===== src/rtl/alu_cmd_sequencer.sv =====
// Buffers ALU commands in a DEPTH-entry FIFO, issues one opcode/operand per clock; ALU_SEQ_STATS_EN adds issue/drop counters.
// Latency: one cycle from push to alu_opcode/alu_a on an empty unpaused FIFO; NOOP bubbles on empty, pause and MULT/DIV hold.
// Backpressure: cmd_ready = !full from registered occupancy, no pass-through when full.
module alu_cmd_sequencer #(
    parameter int DEPTH      = 8,
    parameter int DW         = 16,
    parameter int MULDIV_LAT = 2
) (
    input  logic                       clk,
    input  logic                       rst,
    input  logic                       cmd_valid,
    output logic                       cmd_ready,
    input  logic [3:0]                 cmd_opcode,
    input  logic [DW-1:0]              cmd_operand,
    input  logic                       pause,
    output logic [3:0]                 alu_opcode,
    output logic [DW-1:0]              alu_a,
    output logic [$clog2(DEPTH+1)-1:0] level,
    output logic                       empty,
    output logic                       full,
    output logic                       illegal_drop
`ifdef ALU_SEQ_STATS_EN
    ,
    output logic [15:0]                issued_count,
    output logic [15:0]                dropped_count
`endif
);
    localparam int AW = $clog2(DEPTH);
    localparam int LW = $clog2(DEPTH + 1);
    localparam int HW = (MULDIV_LAT > 1) ? $clog2(MULDIV_LAT) : 1;
    localparam logic [HW-1:0] HOLD_LOAD = HW'(MULDIV_LAT - 1);

    typedef enum logic [1:0] {IDLE, ISSUE, HOLD} state_t;

    logic [DW+3:0]   mem [DEPTH];
    logic [AW-1:0]   wr_ptr_q, wr_ptr_d, rd_ptr_q, rd_ptr_d;
    logic [LW-1:0]   count_q, count_d;
    state_t          state_q, state_d;
    logic [HW-1:0]   hold_q, hold_d;
    logic [3:0]      opc_q, opc_d;
    logic [DW-1:0]   a_q, a_d;
    logic            drop_q, drop_d;
    logic            push, pop;
    logic [3:0]      head_op;
    logic [DW-1:0]   head_a;

    assign empty        = (count_q == '0);
    assign full         = (count_q == LW'(DEPTH));
    assign cmd_ready    = !full;
    assign level        = count_q;
    assign alu_opcode   = opc_q;
    assign alu_a        = a_q;
    assign illegal_drop = drop_q;
    assign push         = cmd_valid && !full;
    assign {head_op, head_a} = mem[rd_ptr_q];

    always_ff @(posedge clk) begin
        if (push) begin
            mem[wr_ptr_q] <= {cmd_opcode, cmd_operand};
        end
    end

    always_comb begin
        wr_ptr_d = push ? wr_ptr_q + AW'(1) : wr_ptr_q;
        rd_ptr_d = pop  ? rd_ptr_q + AW'(1) : rd_ptr_q;
        count_d  = count_q;
        case ({push, pop})
            2'b10:   count_d = count_q + LW'(1);
            2'b01:   count_d = count_q - LW'(1);
            default: count_d = count_q;
        endcase
    end

    // IDLE issues directly when data is present so a fresh push reaches the ALU one cycle later.
    always_comb begin
        state_d = state_q;
        hold_d  = hold_q;
        pop     = 1'b0;
        opc_d   = 4'b0000;
        a_d     = '0;
        drop_d  = 1'b0;
        case (state_q)
            IDLE, ISSUE: begin
                if (empty) begin
                    state_d = IDLE;
                end else if (pause) begin
                    state_d = ISSUE;
                end else begin
                    pop     = 1'b1;
                    state_d = ISSUE;
                    if (head_op <= 4'd9) begin
                        opc_d = head_op;
                        a_d   = head_a;
                        if ((head_op == 4'd4 || head_op == 4'd5) && MULDIV_LAT > 1) begin
                            hold_d  = HOLD_LOAD;
                            state_d = HOLD;
                        end
                    end else begin
                        drop_d = 1'b1;
                    end
                end
            end
            HOLD: begin
                hold_d = hold_q - HW'(1);
                if (hold_q <= HW'(1)) begin
                    state_d = empty ? IDLE : ISSUE;
                end
            end
            default: state_d = IDLE;
        endcase
    end

    always_ff @(posedge clk or negedge rst) begin
        if (!rst) begin
            wr_ptr_q <= '0;
            rd_ptr_q <= '0;
            count_q  <= '0;
            state_q  <= IDLE;
            hold_q   <= '0;
            opc_q    <= 4'b0000;
            a_q      <= '0;
            drop_q   <= 1'b0;
        end else begin
            wr_ptr_q <= wr_ptr_d;
            rd_ptr_q <= rd_ptr_d;
            count_q  <= count_d;
            state_q  <= state_d;
            hold_q   <= hold_d;
            opc_q    <= opc_d;
            a_q      <= a_d;
            drop_q   <= drop_d;
        end
    end

`ifdef ALU_SEQ_STATS_EN
    logic [15:0] issued_q, issued_d, dropped_q, dropped_d;

    always_comb begin
        issued_d  = issued_q;
        dropped_d = dropped_q;
        if (pop && !drop_d && issued_q != 16'hFFFF) begin
            issued_d = issued_q + 16'd1;
        end
        if (drop_d && dropped_q != 16'hFFFF) begin
            dropped_d = dropped_q + 16'd1;
        end
    end

    always_ff @(posedge clk or negedge rst) begin
        if (!rst) begin
            issued_q  <= '0;
            dropped_q <= '0;
        end else begin
            issued_q  <= issued_d;
            dropped_q <= dropped_d;
        end
    end

    assign issued_count  = issued_q;
    assign dropped_count = dropped_q;
`endif
endmodule


===== config.mk =====
export PLATFORM = sky130hd
export DESIGN_NAME = alu_cmd_sequencer
export DESIGN_NICKNAME = d
export VERILOG_FILES = /design/src/rtl/alu_cmd_sequencer.sv
export SDC_FILE = /design/constraint.sdc
export NUM_CORES = 1
export LEC_CHECK = 0
export CAP_MARGIN = 25
export CORE_AREA = 2 2 123 125
export DETAILED_ROUTE_END_ITERATION = 10
export DIE_AREA = 0 0 125 127
export MAX_ROUTING_LAYER = met4
export PLACE_DENSITY = 0.71
export SYNTH_ARGS = -nofsm -noshare
export SYNTH_HDL_FRONTEND = slang
export SYNTH_SLANG_ARGS = --single-unit

===== constraint.sdc =====
create_clock -name clk -period 3.3 [get_ports clk]
set_clock_uncertainty 0.1 [all_clocks]
set_input_delay 0.99 -clock clk [delete_from_list [all_inputs] [get_ports clk]]
set_output_delay 0.99 -clock clk [all_outputs]
set_load 0.05 [all_outputs]

==> out/results.tsv <==
stage	metric	value	unit
route	First DRT Iteration DRCs	253	
pwr	Pint	5380	uW
logic_synthesis	average size of a mapped cell	20.6	um2
logic_synthesis	Yosys cell types	31	
clock_tree	latest clock arrival within the worst-skew pair	0.43	ns
clock_tree	# hold bufs at CTS	0	
global_route	vias in the first global route	3782	
route	Via density	5.67	
floorplan	die width	125	um
timing	final setup TNS	0	ns
logic_synthesis	Syn Inst Count	361	
global_route	GR Overflow Total	0	
clock_tree	CTS sink cnt	192	
clock_tree	Num CTS Buffers	17	
worst_setup_path	CP required	2.21	ns
pwr	switching share of power	32.6	%
logic_synthesis	sequential-to-total area share from yosys stat	75.4	%
timing	WHS	0.462	ns
global_route	largest net degree at the start of global routing	37	
cells_and_area	Layout area overhead	19.6	%
cells_and_area	Antenna Cells	0	
floorplan	Die Y	127	um
timing	Period minus WS final	3.20	ns
timing	fmax	313	MHz
global_route	initial antenna violation count	0	
cells_and_area	commonest non-fill, non-tap cell in the layout	edfxtp_1	
clock_tree	CTS tree	built	
worst_setup_path	Crit Path Category	reg2out	
worst_setup_path	crit path DAT	2.11	ns
timing	period utilisation layout	96.9	%
worst_setup_path	Crit Path Max Fanout	6	
pwr	Leakage	0.00304	uW
route	antenna-violating nets left	0	
pwr	Clk pwr share	24.3	%
pwr	sequential share of power	41.8	%
run	max-cap viol count	0	
route	Routed WL	13.6	mm
logic_synthesis	Post-synth EDFFs	160	
timing	Finish-stage setup viols	0	
route	detailed-route via count	3569	
logic_synthesis	ys async rst share	16.7	%
logic_synthesis	Synth Flop Type	edfxtp_1	
timing	Worst Max-Slew Pin Slew	0.807	ns
global_route	first-pass GRT wire length	21.5	mm
pwr	power density cells	898	nW/um2
worst_setup_path	CP endpoint kind	output pin	
clock_tree	H-tree lvl count	4	
cells_and_area	most frequent cells in the layout	160 x edfxtp_1, 50 x clkdlybuf4s50_1, 28 x dfrtp_1, 27 x mux4_2, 19 x nand2b_1	
timing	Fin. Hold Viols	0	
route	wire per inst	21.7	um
floorplan	Placeable Area	14400	um2
clock_tree	PostCTS Resize Cnt	0	
clock_tree	CTS Buffer Depth	2	
status	status	completed	
logic_synthesis	Seq cells post-synth	192	
pwr	VDD IR max	0.435	mV
timing	slew margin rel.	46.2	%
pwr	Gate power share	33.9	%
route	DR DRC count	0	
timing	max-slew violations	0	
pwr	P_sw	2600	uW
clock_tree	Clk Tree Root Cell	clkbuf_16	
floorplan	I/O Pins	52	
worst_setup_path	Critical Path Source Type	register	
floorplan	# rows	44	
cells_and_area	Layout Nets	463	
global_route	gr usage total	19.2	%
floorplan	Die ar.	15900	um2
pwr	Final Total Pwr	7990	uW
clock_tree	Reg clk slew, reported paths	0.06	ns
logic_synthesis	Yosys warning count	0	
cells_and_area	Post-Route Utilization	61.7	%
timing	setup repair after global routing missed its margin	no	
place	RD Place Congestion	0.744	
place	dpl hpwl	7.93	mm
place	Port Buf Inserts	51	
logic_synthesis	Cell Area, Synth	7440	um2
logic_synthesis	syn_nets	391	
clock_tree	Setup Fix Bufs, Post-CTS	0	
floorplan	Starting Density	51.6	%
route	1st-pass router iterations	4	
min_path	class of the worst hold path	reg2reg	
cells_and_area	fraction of layout cells with a size suffix above 1	24.0	%
-- worst max-delay path, stage by stage, from the launching register on --
cell and delay (ns):
dfrtp_2 0.46, nor3_1 0.24, nand2_2 0.10, clkinvlp_4 0.08, clkdlybuf4s50_1 0.79
-- worst paths after layout --
check / startpoint / to / slack, ns / depth (start not counted)
max: level[0]$_DFFE_PN0P_ / full / 0.10 / 4
min: level[0]$_DFFE_PN0P_ / level[0]$_DFFE_PN0P_ / 0.46 / 1
max reg2reg: level[0]$_DFFE_PN0P_ / level[3]$_DFFE_PN0P_ / 0.93 / 11
min reg2reg: level[0]$_DFFE_PN0P_ / level[0]$_DFFE_PN0P_ / 0.46 / 1
max in group asynchronous: rst / level[0]$_DFFE_PN0P_ / 1.99 / 1
min in group asynchronous: rst / alu_opcode[3]$_DFF_PN0_ / 0.56 / 1
-- kinds of logic (layout without fill, tap and decap cells) --
kind of cell | after synthesis | after routing | synth area share [%]
AO/OA/AOI/OAI | 22 | 22 | 2.14
buffers and inverters | 22 | 107 | 1.82
AND/OR/NAND/NOR | 64 | 64 | 4.47
multiplexers | 48 | 48 | 14.3
flip-flops | 192 | 192 | 75.4
XOR/XNOR | 7 | 7 | 0.824
adder cells (fa/ha/maj) | 6 | 6 | 1.11
-- stage by stage --
step	setup WS, ns	instance area [um2]	instances
floorplan	0.0538	7500	361
CTS	0.0645	8900	630
detailed placement	0.210	8330	598
finish	0.104	8900	630
global route	0.00724	8900	630
global placement	0.237	8330	598
-- power by group through the flow --
stage | Sequential (uW) | Combinational (uW) | Clock [uW]
2_1_floorplan | 3640 | 1710 | 0
3_3_place_gp | 3360 | 2710 | 0
3_5_place_dp | 3390 | 2740 | 0
4_1_cts | 3350 | 2750 | 1980
5_1_grt | 3390 | 2890 | 2090
6_report | 3340 | 2710 | 1940
-- layer usage --
metal | wire (um) | GRT usage (%)
met1 | 5790 | 24.0
met2 | 6950 | 30.7
met3 | 635 | 4.36
met4 | 269 | 8.04
met5 | 0 | -
-- area by class of cell --
class	count	area, um2
inverter	5	22.5
clock inverter	6	55.1
tap	184	230
timing repair buffer	70	698
multi-input combinational	147	1770
clock buffer	26	510
sequential	192	5610
fill	1005	5530
-- synthesized netlist by cell type (2+ instances only) --
cell / n / area [um2]
dfrtp_1: 32 / 801
nor2_1: 15 / 56.3
buf_2: 2 / 10.0
nor2_2: 10 / 62.6
xor2_1: 3 / 26.3
nor4_1: 2 / 12.5
clkbuf_1: 8 / 30.0
edfxtp_1: 160 / 4800
buf_6: 4 / 45.0
mux2_2: 3 / 33.8
mux4_1: 13 / 342
mux2i_1: 2 / 20.0
o211ai_1: 17 / 128
nor3_1: 6 / 30.0
a21oi_1: 2 / 10.0
nand2_1: 9 / 33.8
nand2b_1: 19 / 119
nor2b_1: 3 / 18.8
mux4_2: 27 / 608
ha_1: 5 / 62.6
mux2i_4: 2 / 45.0
inv_1: 5 / 18.8
xnor2_1: 4 / 35.0
-- flip-flops by register name, summed over array words and instances, names as in the netlist --
register      count
alu_opcode        4
level             4
wr_ptr_q          3
alu_a            16
rd_ptr_q          3
illegal_drop      1
state_q           1
mem             160
(Power assumes the default switching activity.)
